**src/rtl/bit_position_counter_if.sv**
```systemverilog
// Producer/consumer bundle for bit_position_counter: data word, mode select,
// the soc/eoc conversion handshake, and the shared count bus with per-consumer dav_/rfd.
interface bit_position_counter_if #(
  parameter int unsigned W     = 8,
  parameter int unsigned NCONS = 3
);
  localparam int unsigned CW = $clog2(W + 1);

  logic [W-1:0]     x;
  logic [1:0]       mode;
  logic             soc;
  logic             eoc;
  logic [CW-1:0]    c;
  logic [NCONS-1:0] dav_;
  logic [NCONS-1:0] rfd;

  // Environment side: producer drives data/eoc, consumers drive rfd
  modport master (
    output x, mode, eoc, rfd,
    input  soc, c, dav_
  );

  // Counter side
  modport slave (
    input  x, mode, eoc, rfd,
    output soc, c, dav_
  );
endinterface

```
**src/rtl/bit_position_counter.sv**
```systemverilog
// Counts set bits at even, odd or all positions of a captured word and presents the
// count to NCONS consumers. Optional macro BPC_EARLY_EXIT_EN ends the scan once no set bits remain.
module bit_position_counter #(
  parameter int unsigned W     = 8,
  parameter int unsigned NCONS = 3
) (
  input  logic                  clock,
  input  logic                  reset_,
  bit_position_counter_if.slave bus
);
  localparam int unsigned CW   = $clog2(W + 1);
  localparam int unsigned HALF = W / 2;

  typedef enum logic [2:0] {
    S0_REQ   = 3'd0,
    S1_WAIT  = 3'd1,
    S2_SCAN  = 3'd2,
    S3_PRES  = 3'd3,
    S4_CLOSE = 3'd4
  } state_t;

  state_t           r_state;
  state_t           w_state_nxt;
  logic [W-1:0]     r_sr;
  logic [W-1:0]     w_sr_nxt;
  logic [CW-1:0]    r_acc;
  logic [CW-1:0]    w_acc_nxt;
  logic [CW-1:0]    r_cnt;
  logic [CW-1:0]    w_cnt_nxt;
  logic             r_step1;
  logic             w_step1_nxt;
  logic             r_soc;
  logic             w_soc_nxt;
  logic [NCONS-1:0] r_dav_n;
  logic [NCONS-1:0] w_dav_n_nxt;
  logic [CW-1:0]    r_c;
  logic [CW-1:0]    w_c_nxt;

  logic [W-1:0]     w_sr_shift;
  logic             w_last;

  // Step of 1 covers every position; step of 2 keeps only the aligned parity
  assign w_sr_shift = r_step1 ? (r_sr >> 1) : (r_sr >> 2);

`ifdef BPC_EARLY_EXIT_EN
  assign w_last = (r_cnt == CW'(1)) || (w_sr_shift == '0);
`else
  assign w_last = (r_cnt == CW'(1));
`endif

  // State and datapath registers
  always_ff @(posedge clock) begin
    if (!reset_) begin
      r_state <= S0_REQ;
      r_sr    <= '0;
      r_acc   <= '0;
      r_cnt   <= '0;
      r_step1 <= 1'b0;
      r_soc   <= 1'b0;
      r_dav_n <= '1;
      r_c     <= '0;
    end else begin
      r_state <= w_state_nxt;
      r_sr    <= w_sr_nxt;
      r_acc   <= w_acc_nxt;
      r_cnt   <= w_cnt_nxt;
      r_step1 <= w_step1_nxt;
      r_soc   <= w_soc_nxt;
      r_dav_n <= w_dav_n_nxt;
      r_c     <= w_c_nxt;
    end
  end

  // Next-state logic
  always_comb begin
    w_state_nxt = r_state;
    case (r_state)
      S0_REQ:   if (!bus.eoc)         w_state_nxt = S1_WAIT;
      S1_WAIT:  if (bus.eoc)          w_state_nxt = S2_SCAN;
      S2_SCAN:  if (w_last)           w_state_nxt = S3_PRES;
      S3_PRES:  if (bus.rfd == '0)    w_state_nxt = S4_CLOSE;
      S4_CLOSE: if (bus.rfd == '1)    w_state_nxt = S0_REQ;
      default:                        w_state_nxt = S0_REQ;
    endcase
  end

  // Output and datapath next values
  always_comb begin
    w_sr_nxt    = r_sr;
    w_acc_nxt   = r_acc;
    w_cnt_nxt   = r_cnt;
    w_step1_nxt = r_step1;
    w_soc_nxt   = r_soc;
    w_dav_n_nxt = r_dav_n;
    w_c_nxt     = r_c;
    case (r_state)
      S0_REQ: begin
        w_soc_nxt = 1'b1;
      end
      S1_WAIT: begin
        w_soc_nxt   = 1'b0;
        w_sr_nxt    = (bus.mode == 2'b01) ? (bus.x >> 1) : bus.x;
        w_step1_nxt = bus.mode[1];
        w_cnt_nxt   = bus.mode[1] ? CW'(W) : CW'(HALF);
        w_acc_nxt   = '0;
      end
      S2_SCAN: begin
        w_acc_nxt = r_acc + CW'(r_sr[0]);
        w_sr_nxt  = w_sr_shift;
        w_cnt_nxt = r_cnt - CW'(1);
      end
      S3_PRES: begin
        w_dav_n_nxt = '0;
        w_c_nxt     = r_acc;
      end
      S4_CLOSE: begin
        w_dav_n_nxt = '1;
      end
      default: begin
        w_soc_nxt = 1'b0;
      end
    endcase
  end

  assign bus.soc  = r_soc;
  assign bus.dav_ = r_dav_n;
  assign bus.c    = r_c;
endmodule
```
**src/flat_wrapper.sv**
```systemverilog
// flat-port wrapper written by rule: the top's interface ports become plain ports
module bit_position_counter_flat 
#(
  parameter int unsigned W     = 8,
  parameter int unsigned NCONS = 3
)
  (clock, reset_, bus_x, bus_mode, bus_eoc, bus_rfd, bus_soc, bus_c, bus_dav_);
  bit_position_counter_if #(.W(W), .NCONS(NCONS)) bus_i ();
  input  logic clock;
  input  logic reset_;
  input wire logic [$bits(bus_i.x)-1:0] bus_x;
  input wire logic [$bits(bus_i.mode)-1:0] bus_mode;
  input wire logic [$bits(bus_i.eoc)-1:0] bus_eoc;
  input wire logic [$bits(bus_i.rfd)-1:0] bus_rfd;
  output wire logic [$bits(bus_i.soc)-1:0] bus_soc;
  output wire logic [$bits(bus_i.c)-1:0] bus_c;
  output wire logic [$bits(bus_i.dav_)-1:0] bus_dav_;
  assign bus_i.x = bus_x;
  assign bus_i.mode = bus_mode;
  assign bus_i.eoc = bus_eoc;
  assign bus_i.rfd = bus_rfd;
  assign bus_soc = bus_i.soc;
  assign bus_c = bus_i.c;
  assign bus_dav_ = bus_i.dav_;
  bit_position_counter #(.W(W), .NCONS(NCONS)) u_core (.clock(clock), .reset_(reset_), .bus(bus_i));
endmodule
```
**config.mk**
```make
export PLATFORM = sky130hd
export DESIGN_NAME = bit_position_counter_flat
export DESIGN_NICKNAME = d
export VERILOG_FILES = /design/src/rtl/bit_position_counter_if.sv /design/src/rtl/bit_position_counter.sv /design/src/flat_wrapper.sv
export SDC_FILE = /design/constraint.sdc
export NUM_CORES = 1
export LEC_CHECK = 0
export BUFFER_PORTS_ARGS = -buffer_cell sky130_fd_sc_hd__buf_2
export CAP_MARGIN = 0
export CORE_ASPECT_RATIO = 0.8
export CORE_MARGIN = 2
export CORE_UTILIZATION = 45
export CTS_CLUSTER_DIAMETER = 60
export DETAILED_ROUTE_END_ITERATION = 8
export GPL_ROUTABILITY_DRIVEN = 0
export MAX_ROUTING_LAYER = met4
export PLACE_DENSITY = 0.66
export SYNTH_ARGS = -nofsm -noshare
export SYNTH_HDL_FRONTEND = slang
export SYNTH_SLANG_ARGS = --single-unit
```
**constraint.sdc**
```tcl
create_clock -name clock -period 1.94 [get_ports clock]
set_input_delay 0.194 -clock clock [delete_from_list [all_inputs] [get_ports clock]]
set_output_delay 0.194 -clock clock [all_outputs]
set_load 0.01 [all_outputs]
```
== Word-level counts from Yosys, hierarchy flattened ==
Index checks and enable logic that the tools add are counted.
Storage, ports and cells
  register bits after elaboration: 28
  bits of input ports: 16
  output and inout port bits: 8
Operators by class
  equal/unequal tests: 12
  $add $sub $neg: 2
  reductions and logical operators: 6
  multiplexer cells: 14
Operators with widths (number)
  one-hot mux 4 bit (2 select lines): 2
  one-hot mux 8 bit (2 select lines): 1
  two-way mux 3 bit: 5
  one-hot mux 3 bit (5 select lines): 1
  two-way mux 8 bit: 1
  two-way mux 7 bit: 1
  == test 3 x 2 -> 1 bit (second input constant): 2
  == test 3 bit (second input constant): 2
  zero test 3 bit: 2
  inequality test 2 x 1 -> 1 bit (second input constant): 3
  one-hot mux 3 bit (2 select lines): 1
  AND reduction 5 bit: 1
  adder 4 x 1 -> 4 bit: 1
  == test 4 x 1 -> 1 bit (second input constant): 1
  two-way mux 4 bit: 1
  inequality test 2 bit (second input constant): 2
  nonzero test 2 bit: 2
  subtractor 4 x 1 -> 4 bit (second input constant): 1
  == test 3 x 1 -> 1 bit (second input constant): 1
  OR reduction 3 bit: 1
  == test 2 x 1 -> 1 bit (second input constant): 1
  one-hot mux 1 bit (2 select lines): 1

== Longest topological paths before layout ==
Gate-level depths: netlist of run 1.
  word-level depth: 3
  mapped depth: 6
  mapped depth without buffers: 6

== Least setup slack after synthesis of run 1 ==
Ideal clock, no wire load.
  path type: reg2reg
  start: register u_core.r_state[1]
  end: register u_core.r_state[0]
  path slack: 0.565 ns
  library setup time: 0.072 ns
  arrival: 1.304 ns
  path buffers: 2
  clock period less this slack: 1.375 ns
  required time: 1.868 ns
  stages on the path, launching flop included: 7
  cell sequence: dfxtp_1 -> buf_6 -> or3b_1 -> buf_2 -> o32a_1 -> nand3_2 -> mux2i_1
Between the ends
  cells in the longest elaborated chain, start to end: 3
  elaborated cells between the ends (all ways): 12
  classes of those cells: eq/ne: 9; mux: 1; reduce/logical: 2
Ends and longest elaborated chain
  start, declared: RTL line bit_position_counter.sv:22  | state_t r_state;
  start signal, assigned: RTL line bit_position_counter.sv:63  | r_state <= w_state_nxt;
  == test 3 x 2 -> 1 bit (tied with other cells): RTL line bit_position_counter.sv:77  | case (r_state)
  inequality test 2 x 1 -> 1 bit (no source line) or inequality test 2 bit (tied branches)
  AND reduction 5 bit (no source line)
Parallel ways exist; a longest one is shown, timed or not.
A chain may end at the register's enable or synchronous reset.

== Worst setup path in the final report of run 1 ==
  start: register u_core.r_state[1]
  end: register u_core.r_sr[4]
Between the ends
  cells in the longest elaborated chain, start to end: 2
  elaborated cells between the ends (all ways): 4
  classes of those cells: eq/ne: 2; mux: 1; reduce/logical: 1
Ends and longest elaborated chain
  == test 3 x 2 -> 1 bit or == test 3 x 1 -> 1 bit (tied branches): RTL line bit_position_counter.sv:96  | case (r_state)
  one-hot mux 8 bit (2 select lines) or nonzero test 2 bit (tied branches)
  end signal, assigned: RTL line bit_position_counter.sv:64  | r_sr <= w_sr_nxt;
  end, declared: RTL line bit_position_counter.sv:24  | logic [W-1:0] r_sr;
Parallel ways exist; a longest one is shown, timed or not.

==> metrics.md, run 1 <==
| Metric | Value |
|---|---|
| Static leakage | `~0.61 nW` |
| Max Cap Viol | `0` |
| Worst Reg-to-Reg Cells | `4` |
| Clock skew | `0.00309 ns` |
| Syn Nets | `173` |
| Synth Instances | `153` |
| Sw frac | `38.4%` |
| Fill count | `270` |
| CP dominant cell by count | `nor2_1` |
| Total gr overflow | `0` |
| Setup TNS | `0 ns` |
| Avg Inst Size Synth | `approximately 8.9 um^2` |
| CP required | `2.08 ns` |
| Critical path depth | `4` |
| Max Fanout on Critical Path | `10` |
| Clock share of power | `between 15 and 20%` |
| Worst path bufs/invs | `0` |
| Slew HR | `a little under 60%` |
| Sequential share of power | `around 43%` |
| Fmax | `611 MHz` |
| Initial core utilization | `between 40% and 50%` |
| Root Buffer | `clkbuf_8` |
| Final hold viol count | `0` |
| Die ar. | `~0.0035 mm^2` |
| Post-CTS setup buffer count | `0` |
| PD cells | `1240 mW/mm^2` |
| Hold Buf Count CTS | `0` |
| Remaining antenna violation count | `0` |
| Routed Wire Length | `2.70 mm` |
| Avg Vias per Cell | `5.48` |
| GR Util All Layers | `around 18%` |
| H-tree levels | `1` |
| Global-route wire length before repair | `4.53 mm` |
| DR pass1 iterations | `4` |
| Peak VDD IR | `0.698 mV` |
| RSZ-0062 raised after global routing | `no` |
| Routing usage on met3 | `under 10%` |
| Min-Delay Path Depth | `2` |
| EDFF count, synth | `0` |
| Synth unique cells | `38` |
| Io pins | `24` |
| Commonest non-fill, non-tap cell in the layout | `dfxtp_1` |
| Tot Pwr | `1.85 mW` |
| Fin nets | `190` |
| Crit path capture type | `register` |
| GR peak layer | `met2` |
| Core box area | `0.00283 mm^2` |
| WL per Instance | `13.1 um` |
| Worst hold slack | `0.204 ns` |
| Arr. time, crit path | `1.78 ns` |
| Vias in the first global route | `1,002` |
| Dpl hpwl | `a little over 2 mm` |
| CP max stage delay | `0.51 ns` |
| Status | `complete, no violations` |
| Drt first-iter violations | `52` |
| Num CTS Buffers | `3` |
| Clock Sinks | `26` |
| Post-Route Utilization | `53.0%` |
| Startpoint Class | `register` |
| Worst skew pair latency | `0.27 ns` |
| Mapped Area | `~0.0014 mm^2` |
| Clock Tree Buf Depth | `2` |
| Post-synthesis sequential area ratio | `38.2%` |
| Synth Register Bits | `26` |
| Synth warn | `0` |
| WS Path Type | `reg -> reg` |
| CTS tree | `built` |
| # DRC | `0` |
| Final setup vio count | `0` |
| Critical-path cell list | `nor3b_4 > nor2_1 > a221oi_1 > nor2_1` |
| Antenna violations before repair | `0` |
| Internal | `1.14 mW` |
| Count of port buffers added during placement | `23` |
| Gate power share | `40.5%` |
| Pin count of the biggest net entering global routing | `22` |
| Met1 Track Usage GR | `22.3%` |
| Area Overhead vs Synth | `10.1%` |
| Min Tclk post-route | `1.64 ns` |
| Psw | `~0.7 mW` |
| Final Max Tran Viols | `0` |
| Layout cell share with drive strength beyond 1 | `22.0%` |
| Site row count | `17` |
| Met2 Use GR | `28.2%` |
| Final period util | `84.4%` |
| Worst Tran Pin Value | `0.629 ns` |
| Type of the worst min-delay path | `in -> reg` |
| Synth async-reset ratio | `0%` |
| Delay-heaviest family, CP | `simple AND/OR/NAND/NOR gates` |
| Die width | `65.5 um` |
| Clock transition at the registers of the reported paths | `0.08 ns` |
| Top_reg_cell synth | `dfxtp_1` |
| CTS resizes | `0` |
| Vias | `1,128` |
| Commonest cells after routing, fill and taps aside | `26 x dfxtp_1, 23 x buf_2, 20 x nor2_1, 17 x mux2i_1, 15 x a21oi_1` |
| Ant. Diodes | `0` |
| Chip height | `53.2 um` |
| CP max stage cell | `dfxtp_1` |
## flip-flops by register name, indices dropped and copies added (netlist names)
register         cells
u_core.bus.soc       1
u_core.r_state       3
u_core.bus.c         4
u_core.r_acc         4
u_core.bus.dav_      1
u_core.r_sr          8
u_core.r_cnt         4
u_core.r_step1       1
## final cells by class
cell class	count	area, um^2	share of cell area, %
timing repair buffer	26	138	9.18
tap	38	47.5	3.17
inverter	3	11.3	0.751
multi-input combinational	110	741	49.4
sequential	26	520	34.7
clock buffer	3	41.3	2.75
## worst paths after layout
check               startpoint                  to  slack [ns]
max          u_core.r_state[1]      u_core.r_sr[4]        0.30
min                     reset_  u_core.bus.dav_[1]        0.20
max reg2reg  u_core.r_state[1]      u_core.r_sr[4]        0.30
min reg2reg    u_core.r_cnt[2]     u_core.r_cnt[2]        0.50
## cell usage after synthesis (2+ instances only)
library cell	number	share of area [%]
mux2i_1	17	12
a22oi_1	2	1.1
mux2_2	2	1.7
inv_1	3	0.83
nor2_1	20	5.5
nand3_1	4	1.5
clkbuf_1	4	1.1
buf_4	2	1.1
a21oi_1	15	5.5
buf_2	5	1.8
a221oi_1	2	1.3
dfxtp_1	26	38
ha_1	4	3.7
a211o_1	2	1.3
buf_6	3	2.5
nand4_1	2	0.92
nand3b_1	2	1.1
a31oi_1	2	0.92
o21ai_0	8	2.9
nand2_1	10	2.8
## logic make-up (layout without fill, tap and decap cells)
group                    Yosys count  after routing  synth area share, %
AO/OA/AOI/OAI                     35             35                 15.5
XOR/XNOR                           1              1                0.643
adder cells (fa/ha/maj)            4              4                 3.68
buffers and inverters             17             32                 7.35
flip-flops                        26             26                 38.2
multiplexers                      20             20                 15.0
AND/OR/NAND/NOR                   50             50                 19.6
## power by group through the flow
stage	clock network (mW)	logic, mW	registers, mW
final	0.298	0.750	0.804
after global routing	0.327	0.848	0.825
after CTS	0.305	0.753	0.802
after detailed placement	0	0.747	0.815
after global placement	0	0.740	0.807
after floorplan	0	0.683	0.744
## per-layer routing
| layer | part of all wire, % | vias to the layer above | routed length (um) |
|---|---|---|---|
| li1 | - | 570 | - |
| met1 | 47 | 536 | 1260 |
| met2 | 47 | 20 | 1280 |
| met3 | 5.1 | 2 | 138 |
| met4 | 0.93 | 0 | 25 |
| met5 | 0 | - | 0 |
## stage by stage
| stage | area, um^2 | setup slack (ns) | std cells |
|---|---|---|---|
| 2_1_floorplan | 1360 | 0.565 | 153 |
| 3_3_place_gp | 1460 | 0.381 | 203 |
| 3_5_place_dp | 1460 | 0.322 | 203 |
| 4_1_cts | 1500 | 0.307 | 206 |
| 5_1_grt | 1500 | 0.159 | 206 |
| 6_report | 1500 | 0.303 | 206 |
## worst reg2reg max path, stage by stage (launching register included)
cell,delay (ns)
dfxtp_1,0.51
nor3b_4,0.39
nor2_1,0.20
a221oi_1,0.35
nor2_1,0.06
Power figures use the tool's default switching activity.
==> run 2: changes to the inputs <==
--- a/config.mk
+++ b/config.mk
@@ -5,6 +5,7 @@
 export SDC_FILE = /design/constraint.sdc
 export NUM_CORES = 1
 export LEC_CHECK = 0
+export ABC_AREA = 1
 export BUFFER_PORTS_ARGS = -buffer_cell sky130_fd_sc_hd__buf_2
 export CAP_MARGIN = 0
 export CORE_ASPECT_RATIO = 0.8
@@ -14,7 +15,7 @@
 export DETAILED_ROUTE_END_ITERATION = 8
 export GPL_ROUTABILITY_DRIVEN = 0
 export MAX_ROUTING_LAYER = met4
-export PLACE_DENSITY = 0.66
+export PLACE_DENSITY = 0.69
 export SYNTH_ARGS = -nofsm -noshare
 export SYNTH_HDL_FRONTEND = slang
 export SYNTH_SLANG_ARGS = --single-unit
==> constraint.sdc (replaced) <==
create_clock -name clock -period 1.4 [get_ports clock]
set_input_delay 0.14 -clock clock [delete_from_list [all_inputs] [get_ports clock]]
set_output_delay 0.14 -clock clock [all_outputs]
set_load 0.01 [all_outputs]
==> run 2 against run 1 <==
Utilization up 3.3 points. Cell area up 7.1%. Via count up 18%. Routed wire length up 11%. Synthesized cell count up 28%. Worst hold slack worse by 0.082 ns. Largest cell class unchanged. Highest routed layer unchanged.
==> metrics.md, run 2 <==
| Metric | Value |
|---|---|
| Hold EP | `u_core.r_sr[1] (was u_core.bus.dav_[1])` |
| Remaining antenna violation count | `0 (unchanged)` |
| Gate power share | `48.1% (was 40.5%)` |
| Mapped Area | `0.00139 mm^2 (was 0.00136 mm^2)` |
| WS Path Type | `reg -> reg (unchanged)` |
| Slew HR | `82.2% (was 58.0%)` |
| Final setup vio count | `0 (unchanged)` |
| Finished Layout Cells | `261 (was 206)` |
| Clock share of power | `13.8% (was 16.1%)` |
| Final Max Tran Viols | `0 (unchanged)` |
| CP required | `1.61 ns (was 2.08 ns)` |
| Vias in the first global route | `1,144 (was 1,002)` |
| Synth top cells by count | `48 x nand2_1, 26 x dfxtp_1, 22 x inv_1 (was 26 x dfxtp_1, 20 x nor2_1, 17 x mux2i_1)` |
| Static leakage | `0.738 nW (was 0.610 nW)` |
| Type of the worst min-delay path | `in -> reg (unchanged)` |
| PD cells | `1870 mW/mm^2 (was 1240 mW/mm^2)` |
| WL per Instance | `11.4 um (was 13.1 um)` |
| EDFF count, synth | `0 (unchanged)` |
| Commonest cells after routing, fill and taps aside | `48 x nand2_1, 24 x dfxtp_1, 23 x buf_2, 22 x inv_1 (was 26 x dfxtp_1, 23 x buf_2, 20 x nor2_1, 17 x mux2i_1, 15 x a21oi_1)` |
| Ant. Diodes | `0 (unchanged)` |
| Drt first-iter violations | `76 (was 52)` |
| DP Area | `0.00155 mm^2 (was 0.00146 mm^2)` |
| Critical-path cell list | `buf_4 > nand2_4 > inv_4 > nand2_2 > nand2_4 > nor2_4 > nand2_1 > nand2_1 > nor2_1 (was nor3b_4 > nor2_1 > a221oi_1 > nor2_1)` |
| Vias | `1,328 (was 1,128)` |
| Post-synthesis sequential area ratio | `37.6% (was 38.2%)` |
| Avg Inst Size Synth | `7.07 um^2 (was 8.90 um^2)` |
| GR Util All Layers | `18.8% (was 17.5%)` |
| Max Cap Viol | `0 (unchanged)` |
| Delay-heaviest family, CP | `simple AND/OR/NAND/NOR gates (unchanged)` |
| Core box area | `0.00285 mm^2 (was 0.00283 mm^2)` |
| H-tree levels | `1 (unchanged)` |
| Avg Vias per Cell | `5.09 (was 5.48)` |
| Area Overhead vs Synth | `15.9% (was 10.1%)` |
| R2R Setup Slk | `0.11 ns (was 0.30 ns)` |
| Clock skew | `0.00693 ns (was 0.00309 ns)` |
| Setup TNS | `0 ns (unchanged)` |
| Sw frac | `43.4% (was 38.4%)` |
| Status | `complete, no violations (unchanged)` |
| Synth Register Bits | `26 (unchanged)` |
| Synth warn | `0 (unchanged)` |
| Peak VDD IR | `0.820 mV (was 0.698 mV)` |
| Die ar. | `0.00354 mm^2 (was 0.00348 mm^2)` |
| Setup slack after placement | `0.0333 ns (was 0.322 ns)` |
| Min Tclk post-route | `1.29 ns (was 1.64 ns)` |
| HP Start | `bus_x[2] (was reset_)` |
| Area leader, netlist | `dfxtp_1 (unchanged)` |
| Clock Tree Buf Depth | `2 (unchanged)` |
| Total gr overflow | `0 (unchanged)` |
| Yosys top cell area share | `37.6% (was 38.2%)` |
| Top post-synthesis cells by area | `dfxtp_1 38%, nand2_1 13%, a21oi_1 6.1% (was dfxtp_1 38%, mux2i_1 13%, a21oi_1 5.5%)` |
| Fin nets | `245 (was 190)` |
| Post-CTS setup buffer count | `0 (unchanged)` |
| Worst setup margin | `0.109 ns (was 0.303 ns)` |
| Internal | `1.70 mW (was 1.14 mW)` |
| Sequential share of power | `38.1% (was 43.4%)` |
| Synth Instances | `196 (was 153)` |
| Reg2Reg Launch Point | `u_core.r_state[1] (unchanged)` |
| Io pins | `24 (unchanged)` |
| Num CTS Buffers | `3 (unchanged)` |
| Commonest non-fill, non-tap cell in the layout | `nand2_1 (was dfxtp_1)` |
| Site row count | `17 (unchanged)` |
| Most common cell in the netlist | `nand2_1 (was dfxtp_1)` |
| Startpoint Class | `register (unchanged)` |
| Final period util | `92.2% (was 84.4%)` |
| Synth async-reset ratio | `0% (unchanged)` |
| Synth unique cells | `27 (was 38)` |
| CP max stage cell | `dfxtp_1 (unchanged)` |
| Min-Delay Path Depth | `3 (was 2)` |
| Fmax | `775 MHz (was 611 MHz)` |
| Syn Nets | `216 (was 173)` |
| # DRC | `0 (unchanged)` |
| Fill count | `267 (was 270)` |
| Global-route wire length before repair | `4.97 mm (was 4.53 mm)` |
| Initial core utilization | `48.6% (was 48.1%)` |
| Worst path bufs/invs | `2 (was 0)` |
| Tot Pwr | `3.01 mW (was 1.85 mW)` |
| Clock Sinks | `26 (unchanged)` |
| Final hold viol count | `0 (unchanged)` |
| Arr. time, crit path | `1.50 ns (was 1.78 ns)` |
| Routed Wire Length | `2.99 mm (was 2.70 mm)` |
| Top_reg_cell synth | `dfxtp_1 (unchanged)` |
| DP Cell Count | `258 (was 203)` |
| Psw | `1.31 mW (was 0.711 mW)` |
| CP max stage delay | `0.42 ns (was 0.51 ns)` |
| Dpl hpwl | `2.31 mm (was 2.06 mm)` |
| Chip height | `53.6 um (was 53.2 um)` |
| Clock transition at the registers of the reported paths | `0.09 ns (was 0.08 ns)` |
| Count of port buffers added during placement | `23 (unchanged)` |
| Worst skew pair latency | `0.27 ns (about the same)` |
| Fin area | `0.00161 mm^2 (was 0.00150 mm^2)` |
| Max FFs per register | `8 (unchanged)` |
| Die width | `66.0 um (was 65.5 um)` |
| Worst Tran Pin Value | `0.267 ns (was 0.629 ns)` |
| DR pass1 iterations | `5 (was 4)` |
| Biggest register | `u_core.r_sr (unchanged)` |
| Layout cell share with drive strength beyond 1 | `22.4% (was 22.0%)` |
| Reg2reg end | `u_core.r_state[2] (was u_core.r_sr[4])` |
| Max Fanout on Critical Path | `14 (was 10)` |
| CTS tree | `built (unchanged)` |
| Antenna violations before repair | `0 (unchanged)` |
| Root Buffer | `clkbuf_8 (unchanged)` |
| Crit path capture type | `register (unchanged)` |
| Pin count of the biggest net entering global routing | `19 (was 22)` |
| Worst Reg-to-Reg Cells | `9 (was 4)` |
==> run 2: worst max path at each step <==
stage / cells past startpoint / from / end / slack, ns
CTS: 9 / u_core.r_state[2] / u_core.r_state[2] / 0.01
global route: 8 / u_core.r_state[1] / u_core.r_state[0] / -0.002
detailed placement: 8 / u_core.r_state[2] / u_core.r_state[2] / 0.03
finish: 9 / u_core.r_state[1] / u_core.r_state[2] / 0.11
global placement: 9 / u_core.r_state[2] / u_core.r_state[1] / 0.04
floorplan: 9 / u_core.r_state[0] / u_core.r_sr[4] / 0.21
==> run 2: worst min-delay path, delay by kind of cell <==
| family | cells | cell delay (ns) |
|---|---|---|
| AOI/OAI and AO/OA | 1 | 0.05 |
| buffers and inverters | 1 | 0.10 |
| and+or+nand+nor | 1 | 0.05 |
==> run 2: kinds of logic (layout without fill, tap and decap cells) <==
family | after synthesis | after routing | synth area share [%]
AO/OA/AOI/OAI | 39 | 39 | 15.8
adder cells (fa/ha/maj) | 4 | 4 | 3.61
buffers and inverters | 30 | 57 | 10.0
flip-flops | 26 | 26 | 37.6
AND/OR/NAND/NOR | 97 | 97 | 33.0
==> run 2: what timing repair did <==
item,CTS,global route
resized for setup,0,4
hold endpoints to repair,0,0
endpoints found under the setup margin,0,17
hold buffers,0,0
==> run 2: through the flow <==
stage	hold slack [ns]	utilization [%]
final	0.122	56.3
after global routing	0.144	56.3
after CTS	0.119	56.0
after detailed placement	0.412	54.5
after global placement	0.409	54.5
after floorplan	0.281	-
==> run 2: per-layer routing <==
layer	GRT usage, %	wire (um)
met5	-	0
met4	4.08	25
met3	3.97	176
met2	31.0	1370
met1	24.3	1420
==> run 2: power by group through the flow <==
stage          clock, mW  sequential (mW)  combinational (mW)
2_1_floorplan          0             1.12                1.09
3_3_place_gp           0             1.14                1.41
3_5_place_dp           0             1.14                1.43
4_1_cts            0.427             1.12                1.43
5_1_grt            0.442             1.17                1.67
6_report           0.415             1.15                1.45
==> run 2: final cells by class <==
class / count / area (um^2) / area share [%]
tap: 38 / 47.5 / 2.96
sequential: 26 / 523 / 32.6
clock buffer: 3 / 41.3 / 2.57
inverter: 24 / 92.6 / 5.77
timing repair buffer: 30 / 168 / 10.4
multi-input combinational: 140 / 733 / 45.7
==> run 3: changes to the inputs <==
--- a/config.mk
+++ b/config.mk
@@ -5,17 +5,16 @@
 export SDC_FILE = /design/constraint.sdc
 export NUM_CORES = 1
 export LEC_CHECK = 0
-export ABC_AREA = 1
 export BUFFER_PORTS_ARGS = -buffer_cell sky130_fd_sc_hd__buf_2
 export CAP_MARGIN = 0
 export CORE_ASPECT_RATIO = 0.8
 export CORE_MARGIN = 2
-export CORE_UTILIZATION = 45
+export CORE_UTILIZATION = 49
 export CTS_CLUSTER_DIAMETER = 60
 export DETAILED_ROUTE_END_ITERATION = 8
 export GPL_ROUTABILITY_DRIVEN = 0
 export MAX_ROUTING_LAYER = met4
-export PLACE_DENSITY = 0.69
+export PLACE_DENSITY = 0.74
 export SYNTH_ARGS = -nofsm -noshare
 export SYNTH_HDL_FRONTEND = slang
 export SYNTH_SLANG_ARGS = --single-unit
==> run 3 against run 2 <==
Total power shrank 3.8%. Critical path depth shrank 5. Global-route usage grew 1.9 points. Worst hold slack lost 0.050 ns. Clock power grew 24%. Clock-buffer cell count is the same. Final cell count shrank 16%. Fmax shrank 6.9%. First-iteration DRC count shrank 12%. Sequential share of layout area grew 0.36 points. Routed wire length grew 0.37%. Worst setup slack lost 0.096 ns.
==> metrics.md, run 3 (synthesis gave the netlist of run 1 again) <==
| Metric | Value |
|---|---|
| Startpoint Class | `register (unchanged)` |
| Peak VDD IR | `0.883 mV (was 0.820 mV)` |
| Fin nets | `201 (was 245)` |
| Critical path startpoint | `u_core.r_state[2] (was u_core.r_state[1])` |
| Setup TNS | `0 ns (unchanged)` |
| Slew HR | `69.8% (was 82.2%)` |
| Commonest cells after routing, fill and taps aside | `23 x buf_2, 22 x dfxtp_1, 19 x nor2_1, 17 x mux2i_1, 15 x a21oi_1 (was 48 x nand2_1, 24 x dfxtp_1, 23 x buf_2, 22 x inv_1)` |
| R2R Setup Slk | `0.01 ns (was 0.11 ns)` |
| Max Cap Viol | `0 (unchanged)` |
| Clock Tree Buf Depth | `2 (unchanged)` |
| Fmax | `721 MHz (was 775 MHz)` |
| CP dominant cell by count | `nor2_1` |
| Worst setup margin | `0.0126 ns (was 0.109 ns)` |
| Clock skew | `0.00771 ns (was 0.00693 ns)` |
| DR pass1 iterations | `4 (was 5)` |
| Layout cell share with drive strength beyond 1 | `30.0% (was 22.4%)` |
| Max Fanout on Critical Path | `7 (was 14)` |
| Static leakage | `0.674 nW (was 0.738 nW)` |
| Count of port buffers added during placement | `23 (unchanged)` |
| Chip height | `51.1 um (was 53.6 um)` |
| Worst Reg-to-Reg Cells | `4 (was 9)` |
| Worst Setup EP | `u_core.r_sr[5] (was u_core.r_state[2])` |
| Clock Sinks | `26 (unchanged)` |
| Final hold viol count | `0 (unchanged)` |
| Pin count of the biggest net entering global routing | `16 (was 19)` |
| Arr. time, crit path | `1.61 ns (was 1.50 ns)` |
| Critical path depth | `4 (was 9)` |
| Reg2Reg Launch Point | `u_core.r_state[2] (was u_core.r_state[1])` |
| Io pins | `24 (unchanged)` |
| Reg2reg end | `u_core.r_sr[5] (was u_core.r_state[2])` |
| PD cells | `1810 mW/mm^2 (was 1870 mW/mm^2)` |
| Die ar. | `0.00322 mm^2 (was 0.00354 mm^2)` |
| Tot Pwr | `2.89 mW (was 3.01 mW)` |
| Clock transition at the registers of the reported paths | `0.14 ns (was 0.09 ns)` |
| Initial core utilization | `50.4% (was 48.6%)` |
| Max FFs per register | `8 (unchanged)` |
| # DRC | `0 (unchanged)` |
| Type of the worst min-delay path | `in -> reg (unchanged)` |
| Worst skew pair latency | `0.33 ns (was 0.27 ns)` |
| Vias | `1,206 (was 1,328)` |
| WL per Instance | `13.8 um (was 11.4 um)` |
| CTS tree | `built (unchanged)` |
| Worst Tran Pin Value | `0.452 ns (was 0.267 ns)` |
| Avg Vias per Cell | `5.53 (was 5.09)` |
| Final period util | `99.1% (was 92.2%)` |
| H-tree levels | `1 (unchanged)` |
| Total gr overflow | `0 (unchanged)` |
| CP max stage delay | `0.39 ns (was 0.42 ns)` |
| Drt first-iter violations | `67 (was 76)` |
| Num CTS Buffers | `3 (unchanged)` |
| Final Max Tran Viols | `0 (unchanged)` |
| Min Tclk post-route | `1.39 ns (was 1.29 ns)` |
| Ant. Diodes | `0 (unchanged)` |
| Crit path capture type | `register (unchanged)` |
| Worst path bufs/invs | `0 (was 2)` |
| Dpl hpwl | `2.28 mm (was 2.31 mm)` |
| Delay-heaviest family, CP | `simple AND/OR/NAND/NOR gates (unchanged)` |
| Die width | `62.9 um (was 66.0 um)` |
| Hold Buf Count CTS | `0 (unchanged)` |
| Routed Wire Length | `3.00 mm (was 2.99 mm)` |
| GR Util All Layers | `20.8% (was 18.8%)` |
| RSZ-0062 raised after global routing | `yes` |
| Antenna violations before repair | `0 (unchanged)` |
| CP max stage cell | `dfxtp_2 (was dfxtp_1)` |
| Core box area | `0.00270 mm^2 (was 0.00285 mm^2)` |
| Root Buffer | `clkbuf_4 (was clkbuf_8)` |
| Biggest register | `u_core.r_sr (unchanged)` |
| Site row count | `17 (unchanged)` |
| Commonest non-fill, non-tap cell in the layout | `buf_2 (was nand2_1)` |
| Final setup vio count | `0 (unchanged)` |
| CP required | `1.62 ns (was 1.61 ns)` |
| Setup slack after placement | `-0.0572 ns (was 0.0333 ns)` |
| Status | `complete, no violations (unchanged)` |
| Critical-path cell list | `nor3b_4 > nor2_1 > a221oi_1 > nor2_1 (was buf_4 > nand2_4 > inv_4 > nand2_2 > nand2_4 > nor2_4 > nand2_1 > nand2_1 > nor2_1)` |
| Vias in the first global route | `1,134 (was 1,144)` |
| Area Overhead vs Synth | `17.7% (was 15.9%)` |
| Global-route wire length before repair | `5.02 mm (was 4.97 mm)` |
| Remaining antenna violation count | `0 (unchanged)` |
| WS Path Type | `reg -> reg (unchanged)` |
run 3: changes by cell type in the layout (fill, tap and decap cells not counted), moves of 3 or more:
cell,change
buf_4,+7
clkbuf_4,+3
clkbuf_8,-3
inv_1,-19
mux2i_1,+17
nand2_1,-38
nand2_4,-4
nand3_1,-13
nor2_1,+3
o211ai_1,-5
run 3: metrics by stage:
step	area, um^2	hold slack, ns	cells	util (%)
2_1_floorplan	1360	0.307	153	-
3_3_place_gp	1530	0.413	212	56.5
3_5_place_dp	1530	0.412	212	56.5
4_1_cts	1600	0.0588	218	59.1
5_1_grt	1600	0.0714	218	59.3
6_report	1600	0.0719	218	59.3
run 3: repair_timing:
item,4_1_cts,5_1_grt
hold endpoints to repair,0,0
endpoints found under the setup margin,8,12
resized for setup,3,3
buffers inserted,2,0
run 3: worst min-delay path by stage:
stage,from,to,slack (ns),cells after the start
2_1_floorplan,bus_x[7],u_core.r_sr[7],0.31,2
3_3_place_gp,reset_,u_core.bus.dav_[1],0.41,2
3_5_place_dp,reset_,u_core.bus.dav_[1],0.41,2
4_1_cts,reset_,u_core.bus.dav_[1],0.06,2
5_1_grt,bus_x[7],u_core.r_sr[7],0.07,3
6_report,reset_,u_core.bus.dav_[1],0.07,2
run 3: where the power goes:
group | leakage [nW] | internal, mW | switching (mW)
Clock | 0.0279 | 0.290 | 0.227
Combinational | 0.432 | 0.613 | 0.669
Sequential | 0.214 | 0.928 | 0.168
run 3: layout make-up:
type | count | area [um^2]
clock buffer | 3 | 22.5
multi-input combinational | 110 | 743
timing repair buffer | 37 | 220
fill | 256 | 1100
sequential | 26 | 528
inverter | 3 | 11.3
tap | 38 | 47.5
clock inverter | 1 | 30.0
run 3: per-layer routing:
layer / share of wire [%] / global-route usage, % / routed length (um) / vias up
met1: 46 / 24.7 / 1390 / 572
met2: 49 / 35.5 / 1460 / 33
met3: 3.7 / 4.63 / 112 / 6
li1: - / - / - / 595
met5: 0 / - / 0 / -
met4: 1.3 / 6.67 / 38 / 0
